[src/rtl/pipeline_stall_controller_pkg.sv]
// Shared definitions for the pipeline stall controller.
//   state_t    : controller state encoding (RUN / MD_WAIT)
//   NOP_INSTR  : instruction word the datapath loads into a register on a bubble
package pipeline_stall_controller_pkg;

  typedef enum logic {
    RUN     = 1'b0,
    MD_WAIT = 1'b1
  } state_t;

  // addi x0, x0, 0
  localparam logic [31:0] NOP_INSTR = 32'h0000_0013;

endpackage

[src/rtl/pipeline_stall_controller_sat_counter.sv]
// Saturating up-counter used for stall statistics.
// Ports:
//   clk    : clock, rising edge
//   reset  : synchronous active-high clear
//   inc    : count this cycle
//   count  : current value, sticks at all-ones
module sat_counter #(
  parameter int W = 16
) (
  input  logic         clk,
  input  logic         reset,
  input  logic         inc,
  output logic [W-1:0] count
);

  always_ff @(posedge clk) begin
    if (reset) begin
      count <= '0;
    end else if (inc && (count != '1)) begin
      count <= count + 1'b1;
    end
  end

endmodule

[src/rtl/pipeline_stall_controller.sv]
// Hazard / stall controller for a five-stage pipeline with a multi-cycle
// mul/div unit in S3.
//
// Optional feature: define STALL_CNT_EN to add the load-use and mul/div
// stall counters (LU_STALL_CNT, MD_STALL_CNT, width CNT_W).
//
// Ports:
//   CLK, RESET                 : clock, synchronous active-high reset
//   REG_ADDR1/2, RS1/2_USED_S2 : S2 source operands and their use flags
//   MEM_READ_S3, REG_W_ADDR_S3 : S3 load flag and destination register
//   MULDIV_S3                  : S3 holds a multi-cycle M-extension op
//   BJ_SIG                     : branch/jump taken, resolved in S3
//   MD_DONE                    : mul/div result valid
//   PC_HOLD, HOLD_P1, HOLD_P2  : freeze PC, S1/S2, S2/S3 registers
//   BUBBLE_P2, BUBBLE_P3       : load NOP into S2/S3, S3/S4 registers
//   FLUSH_P1, FLUSH_P2         : clear S1/S2, S2/S3 registers
//   MD_START, MD_BUSY          : mul/div start pulse, waiting for result
//   LU_STALL_CNT, MD_STALL_CNT : stall counters (STALL_CNT_EN only)
//
// state   | meaning
// --------+-----------------------------------------------------------
// RUN     | normal flow: load-use stalls, flushes, mul/div launch
// MD_WAIT | mul/div in flight, front of pipe frozen until MD_DONE
module pipeline_stall_controller
  import pipeline_stall_controller_pkg::*;
#(
  parameter int CNT_W = 16
) (
  input  logic       CLK,
  input  logic       RESET,
  input  logic [4:0] REG_ADDR1,
  input  logic [4:0] REG_ADDR2,
  input  logic       RS1_USED_S2,
  input  logic       RS2_USED_S2,
  input  logic       MEM_READ_S3,
  input  logic [4:0] REG_W_ADDR_S3,
  input  logic       MULDIV_S3,
  input  logic       BJ_SIG,
  input  logic       MD_DONE,
  output logic       PC_HOLD,
  output logic       HOLD_P1,
  output logic       HOLD_P2,
  output logic       BUBBLE_P2,
  output logic       BUBBLE_P3,
  output logic       FLUSH_P1,
  output logic       FLUSH_P2,
  output logic       MD_START,
  output logic       MD_BUSY
`ifdef STALL_CNT_EN
  ,
  output logic [CNT_W-1:0] LU_STALL_CNT,
  output logic [CNT_W-1:0] MD_STALL_CNT
`endif
);

  state_t state;

  logic rs1_hit;
  logic rs2_hit;
  logic load_use;
  logic in_run;
  logic in_wait;
  logic flush;
  logic md_go;
  logic lu_stall;
  logic md_hold;

  assign rs1_hit  = RS1_USED_S2 && (REG_ADDR1 == REG_W_ADDR_S3);
  assign rs2_hit  = RS2_USED_S2 && (REG_ADDR2 == REG_W_ADDR_S3);
  // x0 is never really written, so a load to x0 can not create a hazard.
  assign load_use = MEM_READ_S3 && (REG_W_ADDR_S3 != 5'd0) && (rs1_hit || rs2_hit);

  // Everything is gated by RESET so the outputs are quiet while it is held.
  assign in_run  = (state == RUN) && !RESET;
  assign in_wait = (state == MD_WAIT) && !RESET;

  // A taken branch wins over everything else: its flush clears the very
  // registers a stall would freeze, and S3 can not be a mul/div op then.
  assign flush    = in_run && BJ_SIG;
  assign md_go    = in_run && MULDIV_S3 && !BJ_SIG;
  // A mul/div launch already freezes S1..S3, so it absorbs a load-use stall.
  assign lu_stall = in_run && load_use && !BJ_SIG && !MULDIV_S3;
  // On MD_DONE the holds drop in the same cycle so the result moves to S4.
  assign md_hold  = md_go || (in_wait && !MD_DONE);

  always_comb begin
    PC_HOLD   = lu_stall || md_hold;
    HOLD_P1   = lu_stall || md_hold;
    HOLD_P2   = md_hold;
    BUBBLE_P2 = lu_stall;
    BUBBLE_P3 = md_hold;
    FLUSH_P1  = flush;
    FLUSH_P2  = flush;
    MD_START  = md_go;
    MD_BUSY   = in_wait;
  end

  always_ff @(posedge CLK) begin
    if (RESET) begin
      state <= RUN;
    end else begin
      case (state)
        RUN:     if (MULDIV_S3 && !BJ_SIG) state <= MD_WAIT;
        MD_WAIT: if (MD_DONE) state <= RUN;
        default: state <= RUN;
      endcase
    end
  end

`ifdef STALL_CNT_EN
  sat_counter #(.W(CNT_W)) u_lu_cnt (
    .clk   (CLK),
    .reset (RESET),
    .inc   (lu_stall),
    .count (LU_STALL_CNT)
  );

  sat_counter #(.W(CNT_W)) u_md_cnt (
    .clk   (CLK),
    .reset (RESET),
    .inc   (in_wait),
    .count (MD_STALL_CNT)
  );
`endif

endmodule

[config.mk]
export PLATFORM = sky130hd
export DESIGN_NAME = pipeline_stall_controller
export DESIGN_NICKNAME = d
export VERILOG_FILES = /design/src/rtl/pipeline_stall_controller_pkg.sv /design/src/rtl/pipeline_stall_controller_sat_counter.sv /design/src/rtl/pipeline_stall_controller.sv
export SDC_FILE = /design/constraint.sdc
export NUM_CORES = 1
export LEC_CHECK = 0
export BUFFER_PORTS_ARGS = -buffer_cell sky130_fd_sc_hd__buf_2
export CAP_MARGIN = 5
export CORE_AREA = 5 5 42 44
export CTS_CLUSTER_DIAMETER = 30
export CTS_CLUSTER_SIZE = 12
export DETAILED_ROUTE_END_ITERATION = 8
export DIE_AREA = 0 0 47 49
export SKIP_CTS_REPAIR_TIMING = 1
export SYNTH_ARGS = -nofsm -noshare
export SYNTH_HDL_FRONTEND = slang
export SYNTH_SLANG_ARGS = --single-unit
[constraint.sdc]
create_clock -name CLK -period 2.4 [get_ports CLK]
set_input_delay 0.48 -clock CLK [delete_from_list [all_inputs] [get_ports CLK]]
set_output_delay 0.48 -clock CLK [all_outputs]
set_load 0.01 [all_outputs]
==> metrics.txt <==
dpl ws ~0.32 ns; status completed; Placer Congestion between 0.6 and 0.7; Initial DRT Pass Iterations 2; worst skew pair latency 0 ns; Synth area leaders xor2_1, buf_4, dfxtp_1; most frequent cells in the layout buf_2, xor2_1; post-synthesis instance area 243 um^2; Unique masters post-synth 17; Mapped Cells 30; post-synthesis xor/xnor area fraction 0.361; post-synth net total 53; Setup TNS 0 ns; share of the synthesized area in the top cell type 0.289; relative slew slack 0.827; Slew @ Worst Pin 0.257 ns; adder-cell share of the synthesized area 0; Fmax between 400 and 500 MHz; layout cells sized above 1 0.569; Port Buf Inserts 31; Final Util 0.282; final setup vio count 0; Worst Hold Launch state; Syn Area/Cell between 8 and 9 um^2; compound-cell area share of the yosys netlist 0.191; io pins 32; initial core utilization 0.173; buffers and inverters on the worst path 2; area post-placement 395 um^2; clock-pin slew on the worst setup and hold paths 0 ns; hpwl dp around 750 um; Largest stage delay, worst path between 0.5 and 0.6 ns; Yosys top cell by area xor2_1; Biggest register state; worst-path maximum fanout 3; vias roughly 320; antenna violations before repair 0; yosys warns 0; final hold slack 0.688 ns; initial DRC count 1; Routed WL per cell 10.6 um; Final Power 76.7 uW; Detailed Route WL 783 um; Chip Height 49 um; Final Instance Count excl. Fillers 74; largest net degree at the start of global routing 4; final-stage net count between 80 and 90; r2r endpoint state; biggest regs state x1; RSZ-0062 raised after global routing false; antenna-violating nets left 0; leakage 0.227 nW; max FFs per register 1; Reg-to-Reg Start state; worst r2r path cells 3; PnR worst setup slack around 0.33 ns; worst hold path class flop to flop; Residual DRC 0; Die Wd 47 um; kind of end point of the critical path primary output; Ant. Diodes 0; clk_skew 0 ns; finished layout cell area about 400 um^2; mux share of post-synthesis cell area 0; WP data arrival 1.59 ns; final hold violations 0; vias in the first global route 338; MaxCap Viol Count 0; worst-path cell chain buf_2 -> or4_4 -> o2111ai_2 -> o21bai_1 -> buf_2; post-synthesis sequential element count 1; Rows 14; Hold EP state; WP data required 1.92 ns; hold path depth 2; Critical Path Stages 5; P&R area growth vs syn 62.9%; critical path's slowest cell or4_4; fin crit share 0.861; first-pass GRT wire length roughly 1300 um; Tmin final 2.07 ns; core area 1400 um^2; placed instance count 74; Critical Path Source Type primary input; most numerous cell on the critical path buf_2; WS Path Type primary input to primary output; fin. max-slew vios 0; DIE AREA 2300 um^2; gr usage total 0.0688; flop-to-flop setup slack 1.48 ns; Synth Area in Simple Gates 0.242; largest family of logic cells by synthesized area XOR/XNOR gates; commonest non-fill, non-tap cell in the layout buf_2; Max VDD drop 90.2 uV; total grt overflow 0; Vias/cell about 4.4; PwrDens 194 nW/um^2; register area share after synthesis 0.0825; CP top delay family simple AND/OR/NAND/NOR gates
[power by group]
| group | switching [mW] | leakage (nW) | internal [mW] | total (mW) |
|---|---|---|---|---|
| Combinational | 0.0270 | 0.219 | 0.0310 | 0.0580 |
| Sequential | 0.000701 | 0.00823 | 0.0180 | 0.0187 |
| Clock | 0 | 0 | 0 | 0 |
| Total | 0.0277 | 0.227 | 0.0490 | 0.0767 |
[worst register-to-register path: cells and delay by family, from the launching register on]
kind	cells	cell delay, ns
AO/OA/AOI/OAI	1	0.10
flip-flops	1	0.30
AND/OR/NAND/NOR	2	0.47
[layer usage]
layer	track usage	part of all wire
met1	0.0848	0.36
met2	0.118	0.42
met3	0.0258	0.22
met4	0	0
met5	0	0
[worst max path at each step]
stage	from	end	slack, ns
final	REG_W_ADDR_S3[0]	HOLD_P1	0.33
after global routing	REG_W_ADDR_S3[3]	PC_HOLD	0.20
after CTS	REG_W_ADDR_S3[3]	PC_HOLD	0.32
after detailed placement	REG_W_ADDR_S3[0]	PC_HOLD	0.32
after global placement	REG_W_ADDR_S3[3]	HOLD_P1	0.31
after floorplan	REG_W_ADDR_S3[0]	PC_HOLD	0.44
[area by class of cell]
cell class | count | area, um^2
multi-input combinational | 24 | 193
fill | 173 | 1010
timing repair buffer | 31 | 155
tap | 16 | 20.0
sequential | 1 | 20.0
inverter | 2 | 7.51
[Yosys cell counts]
cell,n
inv_1,2
nor3_1,1
a21o_1,2
and2_0,1
or4_4,1
xor2_1,8
nor3b_1,1
o21bai_1,1
nor2_1,1
a32oi_1,1
o2111ai_2,1
buf_4,3
dfxtp_1,1
nor4_1,2
xnor2_1,2
nor2b_1,1
and2_1,1
[kinds of logic (layout without fill, tap and decap cells)]
logic type	count (synthesis)	count (layout)
xor gates and xnor gates	10	10
and+or+nand+nor	9	9
AOI/OAI and AO/OA	5	5
buffers and inverters	5	33
DFF	1	1
(Power assumes the default switching activity.)
